## src/rtl/dac_serializer.sv

```systemverilog
// dac_serializer: paces the DDS with a one-clk sampling_pulse per frame,
// buffers the returned sample and shifts it out as a left-justified stereo
// stream (same word on both channels), MSB first.
// Optional feature macro: DAC_SER_UNDERRUN_EN enables the sticky underrun flag
// (missing DDS response detection); when undefined, underrun is tied low.
module dac_serializer #(
  parameter int unsigned DIV      = 4,
  parameter int unsigned SAMPLE_W = 16
) (
  input  logic                clk,
  input  logic                reset_n,
  input  logic                enable,
  output logic                sampling_pulse,
  input  logic                new_sample_ready,
  input  logic [SAMPLE_W-1:0] sample,
  output logic                bclk,
  output logic                lrck,
  output logic                sdata,
  output logic                busy,
  output logic                underrun,
  input  logic                clear_underrun
);

  localparam int unsigned       SLOT_W     = $clog2(2 * SAMPLE_W);
  localparam logic [7:0]        DIV_LAST   = 8'(DIV - 1);
  localparam logic [SLOT_W-1:0] SLOT_LAST  = SLOT_W'(2 * SAMPLE_W - 1);
  localparam logic [SLOT_W-1:0] SLOT_RIGHT = SLOT_W'(SAMPLE_W);

  typedef enum logic {
    ST_IDLE = 1'b0,
    ST_RUN  = 1'b1
  } state_t;

  state_t              state_q;
  logic [7:0]          div_q;
  logic [7:0]          div_d;
  logic                phase_q;
  logic                phase_d;
  logic [SLOT_W-1:0]   slot_q;
  logic [SLOT_W-1:0]   slot_d;
  logic [SAMPLE_W-1:0] hold_q;
  logic [SAMPLE_W-1:0] shift_q;
  logic                pulse_q;
  logic                bclk_q;
  logic                lrck_q;
  logic                sdata_q;
  logic                busy_q;

  logic                div_wrap_s;
  logic                slot_start_s;
  logic                frame_end_s;
  logic                frame_start_s;

  // Next counter position and frame boundary detection.
  always_comb begin
    div_wrap_s    = (div_q == DIV_LAST);
    // The next cycle opens a new slot (bclk falling edge).
    slot_start_s  = div_wrap_s && phase_q;
    frame_end_s   = slot_start_s && (slot_q == SLOT_LAST);
    // A frame starts when leaving IDLE or when RUN wraps with enable still set.
    frame_start_s = enable && ((state_q == ST_IDLE) ||
                              ((state_q == ST_RUN) && frame_end_s));
    if (div_wrap_s) begin
      div_d   = 8'd0;
      phase_d = ~phase_q;
    end else begin
      div_d   = div_q + 8'd1;
      phase_d = phase_q;
    end
    if (frame_end_s) begin
      slot_d = '0;
    end else if (slot_start_s) begin
      slot_d = slot_q + SLOT_W'(1);
    end else begin
      slot_d = slot_q;
    end
  end

  // Run/idle FSM with counters, shift register and registered serial outputs.
  always_ff @(posedge clk or negedge reset_n) begin
    if (!reset_n) begin
      state_q <= ST_IDLE;
      div_q   <= 8'd0;
      phase_q <= 1'b0;
      slot_q  <= '0;
      shift_q <= '0;
      pulse_q <= 1'b0;
      bclk_q  <= 1'b0;
      lrck_q  <= 1'b0;
      sdata_q <= 1'b0;
      busy_q  <= 1'b0;
    end else if (frame_start_s) begin
      // Load the word held before this edge; a coincident capture waits a frame.
      state_q <= ST_RUN;
      div_q   <= 8'd0;
      phase_q <= 1'b0;
      slot_q  <= '0;
      shift_q <= hold_q;
      pulse_q <= 1'b1;
      bclk_q  <= 1'b0;
      lrck_q  <= 1'b0;
      sdata_q <= hold_q[SAMPLE_W-1];
      busy_q  <= 1'b1;
    end else begin
      case (state_q)
        ST_RUN: begin
          if (frame_end_s) begin
            // Final frame finished with enable low: park everything low.
            state_q <= ST_IDLE;
            div_q   <= 8'd0;
            phase_q <= 1'b0;
            slot_q  <= '0;
            pulse_q <= 1'b0;
            bclk_q  <= 1'b0;
            lrck_q  <= 1'b0;
            sdata_q <= 1'b0;
            busy_q  <= 1'b0;
          end else begin
            state_q <= ST_RUN;
            div_q   <= div_d;
            phase_q <= phase_d;
            slot_q  <= slot_d;
            pulse_q <= 1'b0;
            bclk_q  <= phase_d;
            busy_q  <= 1'b1;
            if (slot_start_s) begin
              // Rotate so the right channel replays the same word after SAMPLE_W slots.
              shift_q <= {shift_q[SAMPLE_W-2:0], shift_q[SAMPLE_W-1]};
              sdata_q <= shift_q[SAMPLE_W-2];
              lrck_q  <= (slot_d >= SLOT_RIGHT);
            end else begin
              shift_q <= shift_q;
              sdata_q <= sdata_q;
              lrck_q  <= lrck_q;
            end
          end
        end
        default: begin
          state_q <= ST_IDLE;
          div_q   <= 8'd0;
          phase_q <= 1'b0;
          slot_q  <= '0;
          pulse_q <= 1'b0;
          bclk_q  <= 1'b0;
          lrck_q  <= 1'b0;
          sdata_q <= 1'b0;
          busy_q  <= 1'b0;
        end
      endcase
    end
  end

  // Hold register captures every DDS response, in IDLE as well as RUN.
  always_ff @(posedge clk or negedge reset_n) begin
    if (!reset_n) begin
      hold_q <= '0;
    end else if (new_sample_ready) begin
      hold_q <= sample;
    end else begin
      hold_q <= hold_q;
    end
  end

`ifdef DAC_SER_UNDERRUN_EN
  logic got_q;
  logic underrun_q;
  logic underrun_event_s;

  // Only a wrap inside RUN is checked; the first frame after IDLE has no prior request.
  assign underrun_event_s = enable && (state_q == ST_RUN) && frame_end_s &&
                            !(got_q || new_sample_ready);

  // Got flag: a response arrived since the last frame start.
  always_ff @(posedge clk or negedge reset_n) begin
    if (!reset_n) begin
      got_q <= 1'b0;
    end else if (frame_start_s) begin
      got_q <= 1'b0;
    end else if (new_sample_ready) begin
      got_q <= 1'b1;
    end else begin
      got_q <= got_q;
    end
  end

  // Sticky underrun flag; a new event wins over a coincident clear.
  always_ff @(posedge clk or negedge reset_n) begin
    if (!reset_n) begin
      underrun_q <= 1'b0;
    end else if (underrun_event_s) begin
      underrun_q <= 1'b1;
    end else if (clear_underrun) begin
      underrun_q <= 1'b0;
    end else begin
      underrun_q <= underrun_q;
    end
  end

  assign underrun = underrun_q;
`else
  logic unused_clear_s;
  assign unused_clear_s = clear_underrun;
  assign underrun       = 1'b0;
`endif

  assign sampling_pulse = pulse_q;
  assign bclk           = bclk_q;
  assign lrck           = lrck_q;
  assign sdata          = sdata_q;
  assign busy           = busy_q;

endmodule

```

## config.mk

```make
export PLATFORM = sky130hd
export DESIGN_NAME = dac_serializer
export DESIGN_NICKNAME = d
export VERILOG_FILES = /design/src/rtl/dac_serializer.sv
export SDC_FILE = /design/constraint.sdc
export NUM_CORES = 1
export LEC_CHECK = 0
export CORE_MARGIN = 2
export CORE_UTILIZATION = 40
export CTS_CLUSTER_SIZE = 8
export DETAILED_ROUTE_END_ITERATION = 16
export PLACE_DENSITY = 0.6
export SLEW_MARGIN = 20
export SYNTH_ARGS = -nofsm -noshare
export SYNTH_HDL_FRONTEND = slang
export SYNTH_SLANG_ARGS = --single-unit
```

## constraint.sdc

```tcl
create_clock -name clk -period 2.7 [get_ports clk]
set_clock_uncertainty 0.2 [all_clocks]
set_input_delay 0.675 -clock clk [delete_from_list [all_inputs] [get_ports clk]]
set_output_delay 0.675 -clock clk [all_outputs]
set_load 0.01 [all_outputs]
```

* Yosys cells after proc, flatten, opt, wreduce, memory -nomap -nowiden
Index checks and enable logic that the tools add are counted.
Storage, ports and cells: register bits 50, output and inout bits 6, word-level logic and storage cells 56
Operators by class: add/subtract/negate cells 2, order comparisons 1, eq/ne operators 5, muxes and demuxes 29, bitwise gates (word level) 2, reduce and logical (&&, ||, !) cells 8
Operators with widths (count):
- $mux 16 | 4
- $mux 8 | 4
- $mux 5 | 5
- $mux 1 | 16
- $add 8x1->8 const B | 1
- $eq 8x2->1 const B | 1
- $ne 4x1->1 const B | 2
- $add 5x1->5 const B | 1
- $eq 5x5->1 const B | 1
- $ge 5x5->1 const B | 1
- $logic_and 1x1->1 | 4
- $reduce_bool 2->1 | 2
- $reduce_and 3->1 | 1
- $ne 2x1->1 const B | 1
- $not 1->1 | 2
- $logic_or 1x1->1 | 1

* Depth between registers and ports, before layout
word-level depth 9, gate-level depth with buffers 9, depth with buffers taken out 7

* Worst setup path after synthesis
Ideal clock, no wire load.
path type flip-flop to flip-flop, start register slot_q[0], end register shift_q[2], library setup time 133 ps, arrival 1886 ps, data required time 2367 ps, path slack 481 ps, cell stages (with the launch flop) 10, path buffers 2, clock period less this slack 2219 ps, cell sequence dfrtp_1 -> ha_1 -> and3_1 -> ha_1 -> clkbuf_1 -> nor2b_1 -> nand3_1 -> clkbuf_1 -> o22ai_1 -> a21oi_1
On the way: word-level cells in the longest chain between the ends 7, elaborated cells between the ends (all ways) 10, those cells by class eq/ne: 2; mux: 1; reduce/logical: 7
Ends and longest elaborated chain:
- from (decl) | RTL line 39 | logic [SLOT_W-1:0] slot_q;
- from (signal assigned) | RTL line 122 | slot_q <= slot_d;
- $eq 5x5->1 * | RTL line 59 | frame_end_s = slot_start_s && (slot_q == SLOT_LAST);
- $logic_and 1x1->1 * | RTL line 59
- $logic_and 1x1->1 | RTL line 62 | ((state_q == ST_RUN) && frame_end_s));
- $logic_or 1x1->1 | RTL line 61 | frame_start_s = enable && ((state_q == ST_IDLE) ||
- $logic_and 1x1->1 | RTL line 61
- $ne 2x1->1 (no source line) or $reduce_bool 2->1 (tied branches)
- $reduce_and 3->1 (no source line)
- to (signal assigned) | RTL line 98 | shift_q <= hold_q;
- to (signal assigned) | RTL line 128 | shift_q <= {shift_q[SAMPLE_W-2:0], shift_q[SAMPLE_W-1]};
- to (signal assigned) | RTL line 132 | shift_q <= shift_q;
- to (decl) | RTL line 42 | logic [SAMPLE_W-1:0] shift_q;
Every way passes the cells marked *; elsewhere a longest branch is shown, timed or not. A chain may end at the register's enable or synchronous reset.

* Worst setup path after layout
start register slot_q[0], end register shift_q[11]
The elaborated chain is that of the path after synthesis.

==> summary.md <==
| Metric | Value |
|---|---|
| Status | `completed` |
| Final Critical Period | `approximately 2.4 ns` |
| Post-CTS setup buffer count | `0` |
| Core area | `5140 um^2` |
| Detail Route met3 WL | `119 um` |
| Post-synth EDFFs | `0` |
| Yosys warns | `0` |
| Seq pwr share | `50.6%` |
| Clock net sink count | `50` |
| Worst setup EP type | `register` |
| Syn avg cell area | `11.3 um^2` |
| Clock Power Share | `24.8%` |
| MaxCap Viol Count | `0` |
| Final ANT Viol Nets | `0` |
| Ports | `27` |
| Seq/Total Area, Yosys | `58.3%` |
| Hold Crit Class | `in -> async` |
| # rows | `26` |
| Clk root buf | `clkbuf_8` |
| Routed wl met2 | `roughly 1800 um` |
| Cells after synthesis | `190` |
| Worst skew pair latency | `0.30 ns` |
| Die Footprint | `5970 um^2` |
| Routability cong. | `0.761` |
| Final core utilization | `50.5%` |
| Async S/R FF share, synth | `100%` |
| Final worst slack | `0.341 ns` |
| Fin nets | `244` |
| Switching Share | `30.9%` |
| DR iter-0 viols | `94` |
| Crit path largest cell delay | `~0.43 ns` |
| Total power | `2.22 mW` |
| Net Sw Power | `0.686 mW` |
| Post-synth cell types | `35` |
| Post-synth top flop | `dfrtp_1` |
| Startpoint types | `register` |
| Wire per inst | `13.7 um` |
| Peak supply drop | `between 0.3 and 0.4 mV` |
| CP top delay family | `adder cells` |
| Placed Area | `2480 um^2` |
| First-pass GRT wire length | `6960 um` |
| PostCTS Resize Cnt | `0` |
| Setup violations, final | `0` |
| Commonest cells after routing, fill and taps aside | `dfrtp_1 (50), clkdlybuf4s50_1 (23), a21oi_1 (22), inv_1 (18), o22ai_1 (17)` |
| Pins over their slew limit | `0` |
| Number of global-route vias before repair | `1412` |
| Yosys reg bits | `50` |
| Mapped cell area | `2150 um^2` |
| Leak Pwr | `1.18 nW` |
| Initial antenna violation count | `0` |
| CTS tree | `yes` |
| Largest net degree at the start of global routing | `29` |
| Share of layout cells above drive strength 1 | `15.8%` |
| Port bufs | `24` |
| CTS H-tree depth | `2` |
| Area of the multi-input gates | `781 um^2` |
| Most common cell after layout, fill and taps aside | `dfrtp_1` |
| Tcrit/Tclk final | `a little under 90%` |
| Worst path required time | `roughly 2.7 ns` |
| Synthesized net count | `~210` |
| Overflow after GRT | `0` |
| Metal-1 WL | `a little under 2000 um` |
| RSZ-0062 raised after global routing | `false` |
| Post-Route WL | `just under 4000 um` |
| Relative slew slack | `57.9%` |
| Non-Filler Cell Area, Final | `around 2600 um^2` |
| Total Routing Usage GR | `14.6%` |
| Combinational share of power | `24.6%` |
| Initial core utilization | `between 40% and 50%` |
| CP Class | `reg -> reg` |
| Slew @ Worst Pin | `0.631 ns` |
| Worst-path cell chain | `ha_1 -> and3_1 -> ha_1 -> and2_1 -> a32oi_2 -> buf_4 -> o22ai_1 -> a21oi_1` |
| Die H | `77.2 um` |
| Fmax | `424 MHz` |
| Longest Clk Path Bufs | `2` |
| DRC Markers | `0` |
| Post-CTS Hold Fix Bufs | `0` |
| Die Wd | `77.2 um` |
| Fillers | `510` |
| DP Wirelength | `roughly 2600 um` |
| Crit path DAT | `2.39 ns` |
| Register area | `1250 um^2` |
| Worst path bufs/invs | `1` |
| Area growth from synthesis to layout | `20.9%` |
| Cell Int Power | `about 1.5 mW` |
| Antenna fix cells | `0` |
| Reg clk slew, reported paths | `0.10 ns` |
| Worst-path fanout max | `18` |
| Dpl ws | `0.371 ns` |
| Initial DRT Pass Iterations | `4` |
| Inserted Clock Buffers | `5` |
| Fin. Hold Viols | `0` |
| CP max-delay cell | `dfrtp_1` |
| Vias per inst | `around 5.0` |
| Highest metal used | `met4` |
| Cell area power density | `roughly 850 nW/um^2` |
| Post-route setup TNS | `0 ns` |
| CP dominant cell by count | `ha_1` |
| Via count | `1466` |
==> power by group through the flow <==
stage | Combinational (mW) | Clock (mW) | Sequential [mW]
finish | 0.546 | 0.550 | 1.12
global route | 0.626 | 0.605 | 1.15
CTS | 0.558 | 0.571 | 1.12
detailed placement | 0.554 | 0 | 1.14
global placement | 0.543 | 0 | 1.13
floorplan | 0.388 | 0 | 1.11
==> sequential cells by signal, indices dropped and copies added, names as in the netlist <==
signal and cells:
div_q 8, busy 1, sdata 1, slot_q 5, sampling_pulse 1, bclk 1, shift_q 16, hold_q 16
lrck 1
==> final timing paths <==
kind,depth (start not counted),from,endpoint,slack [ns]
hold reg to reg,1,div_q[0],div_q[0],0.28
min in group clk,1,div_q[0],div_q[0],0.28
max in group asynchronous,2,reset_n,shift_q[3],1.49
setup / recovery,8,slot_q[0],shift_q[11],0.34
setup reg to reg,8,slot_q[0],shift_q[11],0.34
hold / removal,1,reset_n,div_q[7],0.17
==> routing by layer <==
layer,track usage (%),vias up
li1,-,719
met1,19.7,721
met2,22.7,21
met3,3.41,5
met4,5.89,0
met5,0,-
==> cell families after synthesis <==
kind of cell | synth area share, %
muxes | 8.34
adders and majority gates | 1.75
and+or+nand+nor | 10.7
xor gates and xnor gates | 2.86
AOI/OAI and AO/OA | 12.6
DFF | 58.3
other | 0.175
buffers and inverters | 5.31
==> area by class of cell <==
class | instances | share of cell area, %
Clock buffer | 5 | 2.65
Clock inverter | 3 | 1.83
Inverter | 19 | 2.75
Multi-Input combinational cell | 113 | 30.1
Sequential cell | 50 | 48.2
Tap cell | 70 | 3.38
Timing Repair Buffer | 31 | 11.1
==> synth_stat cells (2+ instances only) <==
library cell  count  area share, %
xor2_1            5            2.0
a21oi_1          22            5.1
ha_1              3            1.7
and3_1            4            1.2
nand4b_1          2           0.82
inv_1            18            3.1
nand3_1           6            1.4
clkbuf_1          4           0.70
xnor2_1           2           0.82
o21ai_0           3           0.70
nand2_1           7            1.2
dfrtp_1          50             58
and2_1            2           0.58
mux2_2           15            7.9
nor2_1           11            1.9
o22ai_1          17            5.0
==> stage by stage <==
step	hold WS (ns)	cells
5_1_grt	0.214	291
3_3_place_gp	0.270	283
3_5_place_dp	0.279	283
6_report	0.174	291
4_1_cts	0.191	291
2_1_floorplan	0.179	190
No activity file was read; power rests on OpenSTA's default activity.
